File: src/rtl/gshare_pred_if.sv
// Predictor port bundle: IF/EX pipeline side is the master, the predictor the slave.
interface gshare_pred_if #(
  parameter int unsigned ADDR_W = 32,
  parameter int unsigned HIST_W = 6
);
  logic [ADDR_W-1:0] addr_i;
  logic              if_fire;
  logic              br_p;
  logic [ADDR_W-1:0] addr_p;
  logic [HIST_W-1:0] hist_p;
  logic              ready;
  logic              is_br;
  logic [ADDR_W-1:0] addr_ex;
  logic [ADDR_W-1:0] jmp_addr;
  logic              jmp;
  logic [HIST_W-1:0] hist_ex;
  logic              mispred;

  modport master (
    output addr_i, if_fire, is_br, addr_ex, jmp_addr, jmp, hist_ex, mispred,
    input  br_p, addr_p, hist_p, ready
  );

  modport slave (
    input  addr_i, if_fire, is_br, addr_ex, jmp_addr, jmp, hist_ex, mispred,
    output br_p, addr_p, hist_p, ready
  );
endinterface

File: src/rtl/gshare_pred.sv
// Gshare branch predictor: direct-mapped BTB plus PHT of saturating counters indexed by
// PC xor speculative global history. Tables are cleared by a post-reset sweep.
module gshare_pred #(
  parameter int unsigned ADDR_W    = 32,
  parameter int unsigned BTB_IDX_W = 6,
  parameter int unsigned PHT_IDX_W = 8,
  parameter int unsigned HIST_W    = 6,
  parameter int unsigned CNT_W     = 2
) (
  input logic          clk,
  input logic          rst,
  gshare_pred_if.slave bp
);

  localparam int unsigned TAG_W     = ADDR_W - BTB_IDX_W - 2;
  localparam int unsigned SWEEP_W   = (BTB_IDX_W > PHT_IDX_W) ? BTB_IDX_W : PHT_IDX_W;
  localparam int unsigned BTB_DEPTH = 1 << BTB_IDX_W;
  localparam int unsigned PHT_DEPTH = 1 << PHT_IDX_W;
  localparam logic [CNT_W-1:0] CNT_WNT = {1'b0, {(CNT_W-1){1'b1}}};
  localparam logic [CNT_W-1:0] CNT_MAX = '1;

  typedef enum logic {StInit, StRun} state_e;

  state_e              state_q, state_d;
  logic [SWEEP_W-1:0]  sweep_q, sweep_d;
  logic [HIST_W-1:0]   ghr_q, ghr_d;

  logic                btb_valid [BTB_DEPTH];
  logic [TAG_W-1:0]    btb_tag   [BTB_DEPTH];
  logic [ADDR_W-1:0]   btb_tgt   [BTB_DEPTH];
  logic [CNT_W-1:0]    pht       [PHT_DEPTH];

  logic                run;
  logic [BTB_IDX_W-1:0] lk_btb_idx, up_btb_idx, sw_btb_idx;
  logic [PHT_IDX_W-1:0] lk_pht_idx, up_pht_idx, sw_pht_idx;
  logic [TAG_W-1:0]    lk_tag, up_tag;
  logic                lk_hit, lk_taken;
  logic                up_en;
  logic [CNT_W-1:0]    up_cnt, up_cnt_next;
  logic                sw_in_btb, sw_in_pht;
  logic                unused_addr_lsbs;

  assign run = (state_q == StRun);

  // Fetch-side lookup; everything is forced quiet outside RUN.
  assign lk_btb_idx = bp.addr_i[BTB_IDX_W+1:2];
  assign lk_tag     = bp.addr_i[ADDR_W-1:BTB_IDX_W+2];
  assign lk_pht_idx = bp.addr_i[PHT_IDX_W+1:2] ^ PHT_IDX_W'(ghr_q);
  assign lk_hit     = run & btb_valid[lk_btb_idx] & (btb_tag[lk_btb_idx] == lk_tag);
  assign lk_taken   = lk_hit & pht[lk_pht_idx][CNT_W-1];

  assign bp.br_p   = lk_taken;
  assign bp.addr_p = lk_taken ? btb_tgt[lk_btb_idx] : '0;
  assign bp.hist_p = ghr_q;
  assign bp.ready  = run;

  // Resolved-branch update uses the history snapshot that travelled with the branch.
  assign up_en      = run & bp.is_br;
  assign up_btb_idx = bp.addr_ex[BTB_IDX_W+1:2];
  assign up_tag     = bp.addr_ex[ADDR_W-1:BTB_IDX_W+2];
  assign up_pht_idx = bp.addr_ex[PHT_IDX_W+1:2] ^ PHT_IDX_W'(bp.hist_ex);
  assign up_cnt     = pht[up_pht_idx];

  // Saturating counter step.
  always_comb begin
    up_cnt_next = up_cnt;
    if (bp.jmp) begin
      if (up_cnt != CNT_MAX) up_cnt_next = up_cnt + CNT_W'(1);
    end else begin
      if (up_cnt != '0) up_cnt_next = up_cnt - CNT_W'(1);
    end
  end

  // The sweep counter spans the larger table; the smaller table skips out-of-range steps.
  assign sw_btb_idx = sweep_q[BTB_IDX_W-1:0];
  assign sw_pht_idx = sweep_q[PHT_IDX_W-1:0];
  assign sw_in_btb  = (sweep_q >> BTB_IDX_W) == '0;
  assign sw_in_pht  = (sweep_q >> PHT_IDX_W) == '0;

  assign unused_addr_lsbs = ^{bp.addr_i[1:0], bp.addr_ex[1:0]};

  // Next state: sweep in INIT; in RUN, history recovery beats the speculative shift.
  always_comb begin
    state_d = state_q;
    sweep_d = sweep_q;
    ghr_d   = ghr_q;
    case (state_q)
      StInit: begin
        sweep_d = sweep_q + SWEEP_W'(1);
        if (&sweep_q) state_d = StRun;
      end
      StRun: begin
        if (bp.is_br && bp.mispred) begin
          ghr_d = (bp.hist_ex << 1) | HIST_W'(bp.jmp);
        end else if (bp.if_fire && lk_hit) begin
          ghr_d = (ghr_q << 1) | HIST_W'(lk_taken);
        end
      end
      default: state_d = StInit;
    endcase
  end

  // Control state register.
  always_ff @(posedge clk or negedge rst) begin
    if (!rst) begin
      state_q <= StInit;
      sweep_q <= '0;
      ghr_q   <= '0;
    end else begin
      state_q <= state_d;
      sweep_q <= sweep_d;
      ghr_q   <= ghr_d;
    end
  end

  // BTB storage: cleared by the sweep, allocated only by taken branches.
  always_ff @(posedge clk) begin
    if (state_q == StInit) begin
      if (sw_in_btb) btb_valid[sw_btb_idx] <= 1'b0;
    end else if (up_en && bp.jmp) begin
      btb_valid[up_btb_idx] <= 1'b1;
      btb_tag[up_btb_idx]   <= up_tag;
      btb_tgt[up_btb_idx]   <= bp.jmp_addr;
    end
  end

  // PHT storage: initialised weakly-not-taken, trained by every resolved branch.
  always_ff @(posedge clk) begin
    if (state_q == StInit) begin
      if (sw_in_pht) pht[sw_pht_idx] <= CNT_WNT;
    end else if (up_en) begin
      pht[up_pht_idx] <= up_cnt_next;
    end
  end

endmodule

File: src/flat_wrapper.sv
// flat-port wrapper written by rule: the top's interface ports become plain ports
module gshare_pred_flat 
#(
  parameter int unsigned ADDR_W    = 32,
  parameter int unsigned BTB_IDX_W = 6,
  parameter int unsigned PHT_IDX_W = 8,
  parameter int unsigned HIST_W    = 6,
  parameter int unsigned CNT_W     = 2
)
  (clk, rst, bp_addr_i, bp_if_fire, bp_is_br, bp_addr_ex, bp_jmp_addr, bp_jmp, bp_hist_ex, bp_mispred, bp_br_p, bp_addr_p, bp_hist_p, bp_ready);
  gshare_pred_if #(.ADDR_W(ADDR_W), .HIST_W(HIST_W)) bp_i ();
  input logic clk;
  input logic rst;
  input wire logic [$bits(bp_i.addr_i)-1:0] bp_addr_i;
  input wire logic [$bits(bp_i.if_fire)-1:0] bp_if_fire;
  input wire logic [$bits(bp_i.is_br)-1:0] bp_is_br;
  input wire logic [$bits(bp_i.addr_ex)-1:0] bp_addr_ex;
  input wire logic [$bits(bp_i.jmp_addr)-1:0] bp_jmp_addr;
  input wire logic [$bits(bp_i.jmp)-1:0] bp_jmp;
  input wire logic [$bits(bp_i.hist_ex)-1:0] bp_hist_ex;
  input wire logic [$bits(bp_i.mispred)-1:0] bp_mispred;
  output wire logic [$bits(bp_i.br_p)-1:0] bp_br_p;
  output wire logic [$bits(bp_i.addr_p)-1:0] bp_addr_p;
  output wire logic [$bits(bp_i.hist_p)-1:0] bp_hist_p;
  output wire logic [$bits(bp_i.ready)-1:0] bp_ready;
  assign bp_i.addr_i = bp_addr_i;
  assign bp_i.if_fire = bp_if_fire;
  assign bp_i.is_br = bp_is_br;
  assign bp_i.addr_ex = bp_addr_ex;
  assign bp_i.jmp_addr = bp_jmp_addr;
  assign bp_i.jmp = bp_jmp;
  assign bp_i.hist_ex = bp_hist_ex;
  assign bp_i.mispred = bp_mispred;
  assign bp_br_p = bp_i.br_p;
  assign bp_addr_p = bp_i.addr_p;
  assign bp_hist_p = bp_i.hist_p;
  assign bp_ready = bp_i.ready;
  gshare_pred #(.ADDR_W(ADDR_W), .BTB_IDX_W(BTB_IDX_W), .PHT_IDX_W(PHT_IDX_W), .HIST_W(HIST_W), .CNT_W(CNT_W)) u_core (.clk(clk), .rst(rst), .bp(bp_i));
endmodule
File: config.mk
export PLATFORM = sky130hd
export DESIGN_NAME = gshare_pred_flat
export DESIGN_NICKNAME = d
export VERILOG_FILES = /design/src/rtl/gshare_pred_if.sv /design/src/rtl/gshare_pred.sv /design/src/flat_wrapper.sv
export SDC_FILE = /design/constraint.sdc
export NUM_CORES = 2
export LEC_CHECK = 0
export BUFFER_PORTS_ARGS = -buffer_cell sky130_fd_sc_hd__clkbuf_2
export CORE_ASPECT_RATIO = 1.5
export CORE_UTILIZATION = 40
export DETAILED_ROUTE_END_ITERATION = 8
export GPL_ROUTABILITY_DRIVEN = 0
export HOLD_SLACK_MARGIN = 0.03
export PLACE_DENSITY = 0.61
export SKIP_CTS_REPAIR_TIMING = 1
export SYNTH_ARGS = -nofsm -noshare
export SYNTH_HDL_FRONTEND = slang
export SYNTH_MEMORY_MAX_BITS = 65536
export SYNTH_SLANG_ARGS = --single-unit
export TNS_END_PERCENT = 1
File: constraint.sdc
create_clock -name clk -period 11.35 [get_ports clk]
set_input_delay 1.135 -clock clk [delete_from_list [all_inputs] [get_ports clk]]
set_output_delay 1.135 -clock clk [all_outputs]
set_load 0.05 [all_outputs]
==> Word level (Yosys, flattened, before mapping) <==
Memories as Yosys holds them, arrays and structs flattened.
Index checks and enable logic that the tools add are counted.
{ "word_totals": {"inputBits": 108, "reg_bits": 15, "latch_bits": 0, "romBits": 0, "mem_count": 4, "output_inout_bits": 40, "ram_bits": 4160, "word_cells": 54} }
{ "mem_list": {"columns": ["name", "depth", "word_bits", "rd", "rd_clocked_by_memory_dff", "write_ports", "line", "text"], "rows": [
  ["u_core.btb_tgt", 64, 32, 1, 0, 1, "gshare_pred.sv:30", "logic [ADDR_W-1:0] btb_tgt [BTB_DEPTH];"],
  ["u_core.btb_tag", 64, 24, 1, 0, 1, "gshare_pred.sv:29", "logic [TAG_W-1:0] btb_tag [BTB_DEPTH];"],
  ["u_core.pht", 256, 2, 2, 0, 1, "gshare_pred.sv:31", "logic [CNT_W-1:0] pht [PHT_DEPTH];"],
  ["u_core.btb_valid", 64, 1, 1, 0, 1, "gshare_pred.sv:28", "logic btb_valid [BTB_DEPTH];"]
]} }
{ "op_classes": {"reduce_logical": 10, "n_addsub": 3, "n_eq_ne": 2, "div_mod_pow": 0, "n_bitwise": 8, "n_mul": 0, "muxes": 24, "shift": 0, "order_cmp": 0} }
{ "op_table": {"columns": ["op", "count"], "rows": [
  ["32-bit two-way mux", 1],
  ["24-bit equality test", 1],
  ["6-bit two-way mux", 3],
  ["8-bit by 6-bit XOR with 8-bit output", 2],
  ["1-bit two-way mux", 15],
  ["6-bit by 1-bit bitwise OR with 6-bit output", 2],
  ["8-bit by 1-bit adder with 8-bit output, second input constant", 1],
  ["8-bit zero test", 1],
  ["2-bit two-way mux", 4],
  ["8-bit two-way mux", 1],
  ["8-bit AND reduction", 1],
  ["1-bit AND", 4],
  ["2-bit nonzero test", 2],
  ["1-bit logical AND", 3],
  ["2-bit by 1-bit adder with 2-bit output, second input constant", 1],
  ["2-bit inequality test, second input constant", 1],
  ["2-bit AND reduction", 1],
  ["2-bit OR reduction", 1],
  ["2-bit by 1-bit subtractor with 2-bit output, second input constant", 1],
  ["1-bit OR reduction", 1]
]} }

==> Longest topological paths before layout <==
{ "depth": {"depth_word": 7, "ltp_mapped": 19, "mapped_depth_nobuf": 10} }

==> Worst setup path before layout <==
OpenSTA, ideal clock, no wires.
{ "synth_path": {"path_type": "input to register", "start": "input bp_hist_ex[0]", "end": "memory u_core.pht[0][1], data pin", "stages": 11, "arrival_time_ns": 10.341, "t_required_ns": 9.777, "setup_ns": 1.573, "slack_ns": -0.564, "cell_sequence": "xor2_1 > buf_2 > buf_2 > clkbuf_1 > mux4_2 > mux4_2 > a22oi_1 > a21oi_1 > a211o_1 > o21ai_0 > a21oi_1"} }
{ "synth_between": {"elab_chain_len": 6, "elab_cells_between_ends": 10, "classes_between": "add/sub: 2; eq/ne: 1; mux: 4; bitwise: 1; reduce/logical: 1; memory: 1"} }
{ "synth_rtl": {"columns": ["element", "line", "text"], "rows": [
  ["from (decl)", "flat_wrapper.sv:20", "input wire logic [$bits(bp_i.hist_ex)-1:0] bp_hist_ex;"],
  ["8-bit by 6-bit XOR with 8-bit output (*)", "gshare_pred.sv:61", "assign up_pht_idx = bp.addr_ex[PHT_IDX_W+1:2] ^ PHT_IDX_W'(bp.hist_ex);"],
  ["memory read 256 x 2 bit (*)", null, null],
  ["2-bit by 1-bit subtractor with 2-bit output (tied with other cells)", "gshare_pred.sv:70", "if (up_cnt != '0) up_cnt_next = up_cnt - CNT_W'(1);"],
  ["2-bit two-way mux (on tied branches)", "gshare_pred.sv:70, gshare_pred.sv:68", null],
  ["2-bit two-way mux (*)", "gshare_pred.sv:67", "if (bp.jmp) begin"],
  ["2-bit two-way mux (no line) (*)", null, null],
  ["to (decl)", "gshare_pred.sv:31", null]
]} }
Mark *: on every way between the ends. The rest lies on a longest branch, timed or not.

==> Worst setup path in the final report <==
{ "layout_path": {"start": "input bp_addr_i[2]", "end": "output bp_addr_p[23]"} }
{ "layout_between": {"elab_chain_len": 5, "elab_cells_between_ends": 10, "classes_between": "eq/ne: 1; mux: 1; bitwise: 4; memory: 4"} }
{ "layout_rtl": {"columns": ["element", "line", "text"], "rows": [
  ["from (decl)", "flat_wrapper.sv:14", "input wire logic [$bits(bp_i.addr_i)-1:0] bp_addr_i;"],
  ["memory read 64 x 24 bit or memory read 64 x 1 bit (tied branches)", null, null],
  ["24-bit equality test or 1-bit AND (tied branches)", "gshare_pred.sv:49", "assign lk_hit = run & btb_valid[lk_btb_idx] & (btb_tag[lk_btb_idx] == lk_tag);"],
  ["1-bit AND", "gshare_pred.sv:49", null],
  ["1-bit AND", "gshare_pred.sv:50", "assign lk_taken = lk_hit & pht[lk_pht_idx][CNT_W-1];"],
  ["32-bit two-way mux (*)", "gshare_pred.sv:53", "assign bp.addr_p = lk_taken ? btb_tgt[lk_btb_idx] : '0;"],
  ["to (decl)", "flat_wrapper.sv:23", "output wire logic [$bits(bp_i.addr_p)-1:0] bp_addr_p;"]
]} }
Marks and branches as above.

==> qor.yml <==
global_route:
  grt-ovfl-total: 0
  grt_usage: 0.229
  first_global_vias: 83900
  antenna_found_initial: 33
  grt_pass1_wl_um: 661000
  grt_max_degree: 137
placed_design:
  placed_cell_area_mm2: 0.172
  dp_hpwl_um: 266000
  io_buffers: 143
timing:
  rsz0062_at_grt: "false"
  fin_setup_tns_ns: 0
  max_freq_ghz: 0.115
  fin_crit_ns: 8.66
  tightest_slew_ns: 1.41
  skew_ns: 0.0789
  setup_viol: 0
  min_period_over_period: 0.763
  finalHoldViolCount: 0
  timing.final.max_slew_violations: 0
  slew-limit-headroom: 0.0579
power:
  power_frac_comb: 0.045
  swShare: 0.210
  power_density_mw_per_mm2: 171
  p_clk_frac: 0.420
  p_seq_frac: 0.535
  p_int_w: 0.0250
  power_switching_w: 0.00665
  peakVddDrop_v: 0.000145
  leakage_nw: 56.8
yosys:
  async_reset_ff_frac: 0.00359
  yosysSeqAreaShare: 0.762
  synth-warning-count: 0
  ys.flop_type: "edfxtp_1"
  ys_ff_latch: 4175
  mappedNetlistArea_mm2: 0.164
  synth_cells: 7430
  avgSynthCellArea_um2: 22.1
  yosys.cell_types.count: 87
  syn_nets: 7539
  synth_edf_count: 4160
floorplanning:
  num_io_pins: 148
  die_w_um: 525
  core_area_mm2: 0.410
  dieArea_mm2: 0.414
  row_count: 288
  fp.dieH_um: 787
  start_util: 0.401
setup_path:
  cp_max_fo: 94
  required_ns: 10.22
  worst_setup_path_start_kind: "input pin"
  worst-setup-path-type: "input pin to output pin"
  critPathMaxStageDelay_ns: 0.82
  cpMaxStageDelayCell: "buf_4"
  crit_chain: "buf_12 -> buf_12 -> buf_4 -> mux4_2 -> mux2i_1 -> o211ai_1 -> o21ai_0 -> xor2_1 -> nand3_1 -> or4_1 -> or3_4 -> a311oi_1 -> clkbuf_2"
  end_kind: "output pin"
  cp_common_cell: "buf_12"
  cp.arrival_ns: 7.52
final_layout:
  final_common_cell: "edfxtp_1"
  final_nets: 7896
  area_delta_synth_final_pct: 12.6
  drive_gt1_frac: 0.273
  design_area_mm2: 0.185
  fillers: 33800
  final_cell_mix: "edfxtp_1 (4,160), mux4_2 (1,127), clkbuf_16 (395)"
  final_util: 0.452
clock_network:
  clockBufferDepth: 4
  htreeDepth: 5
  cts_tree: "done"
  cts_buffers: 390
  path_clk_slew_ns: 0.06
  clock_latency_ns: 0.95
  clock-root-buffer: "clkbuf_16"
  cts.sinks: 4175
route:
  drc: 0
  drt-total-wl_um: 480000
  firstDrtPassIters: 6
  wl_per_cell_um: 35.6
  postRouteAntennaNets: 0
  via_per_inst: 6.10
  via_count: 82300
  first_iter_violations: 10500
min_path:
  hold_path.class: "input pin to async pin"
flow_run:
  maxCapViolations: 0
outcome:
  status: "complete, no violations"
[flip-flops by register name, summed over array words and instances, names as in the netlist]
signal,count
u_core.bp.hist_p,6
u_core.sw_pht_idx,8
u_core.bp.ready,1
u_core.btb_tgt,2048
u_core.btb_tag,1536
u_core.pht,512
u_core.btb_valid,64
[worst paths after layout]
check | start | to | slack, ns | cells after the start
max in group asynchronous | rst | u_core.sw_pht_idx[5]$_DFFE_PN0N_ | 10.87 | 1
min in group clk | bp_hist_ex[4] | u_core.bp.hist_p[5]$_DFFE_PN0P_ | 0.50 | 3
worst min-delay path | rst | u_core.bp.hist_p[2]$_DFFE_PN0P_ | 0.14 | 1
worst max-delay path | bp_addr_i[2] | bp_addr_p[23] | 2.69 | 13
worst max register to register | u_core.bp.ready$_DFF_PN0_ | u_core.btb_tag[22][19]$_DFFE_PP_ | 5.49 | 8
worst min register to register | u_core.sw_pht_idx[0]$_DFFE_PN0N_ | u_core.sw_pht_idx[0]$_DFFE_PN0N_ | 0.62 | 1
[cell usage after synthesis (26+ instances only)]
cell type     n  area [µm²]
mux4_1       38         998
a21oi_1      49         245
o21ai_0      41         205
buf_6        27         304
nor2_1      451        1690
a22oi_1     138        1040
edfxtp_1   4160      125000
clkbuf_1    193         724
mux2i_1     271        2710
nor2b_1      40         250
nand2_1     186         698
xnor2_1      28         245
buf_2       125         626
mux4_2     1127       25400
buf_1        27         101
a221oi_1     26         228
nand3_1      87         435
buf_4        26         195
nor3_1       29         145
[area by class of cell]
class / instances / area [µm²] / share of cell area
Sequential cell: 4175 / 125000 / 0.677
Tap cell: 5365 / 6710 / 0.0363
Clock inverter: 252 / 2620 / 0.0142
Inverter: 14 / 62.6 / 0.000338
Timing Repair Buffer: 388 / 2780 / 0.0150
Antenna cell: 21 / 52.6 / 0.000284
Clock buffer: 460 / 10100 / 0.0548
Multi-Input combinational cell: 2818 / 37500 / 0.202
[power groups by stage]
stage | sequential (W) | combinational, W | clock (W)
floorplan | 0.0172 | 0.000848 | 0
global placement | 0.0172 | 0.00139 | 0
detailed placement | 0.0173 | 0.00141 | 0
CTS | 0.0169 | 0.00142 | 0.0134
global route | 0.0169 | 0.00147 | 0.0140
finish | 0.0169 | 0.00141 | 0.0133
[critical path, delay by kind of cell]
| family | cells | cell delay, ns |
|---|---|---|
| xor gates and xnor gates | 1 | 0.47 |
| and+or+nand+nor | 3 | 1.55 |
| AOI/OAI and AO/OA | 3 | 0.96 |
| buffers and inverters | 4 | 2.12 |
| muxes | 2 | 0.78 |
[metrics by stage]
step,hold WS (ns),cells,worst slack (ns),total power [W]
floorplan,0.506,7430,2.86,0.0181
global placement,0.571,12800,2.74,0.0186
detailed placement,0.589,12800,2.71,0.0187
CTS,0.0751,13500,2.70,0.0318
global route,0.118,13500,2.49,0.0324
finish,0.136,13500,2.69,0.0316
[layer usage]
layer,vias to the layer above,track usage,wire length [µm]
met3,950,0.0347,36600
li1,32100,-,-
met5,-,0,68
met2,4099,0.404,250000
met4,8,0.0896,20000
met1,45100,0.281,173000
[logic make-up (layout without fill, tap and decap cells)]
| family | after synthesis | after routing | share of synthesized area |
|---|---|---|---|
| flops | 4175 | 4175 | 0.762 |
| mux | 1458 | 1458 | 0.178 |
| simple gates | 907 | 907 | 0.0244 |
| buf+inv | 437 | 1114 | 0.0144 |
| compound gates | 399 | 399 | 0.0176 |
| xor+xnor | 52 | 52 | 0.00282 |
| fa+ha+maj | 2 | 2 | 0.000137 |
| other cells | 0 | 21 | 0 |
(Power assumes the default switching activity.)
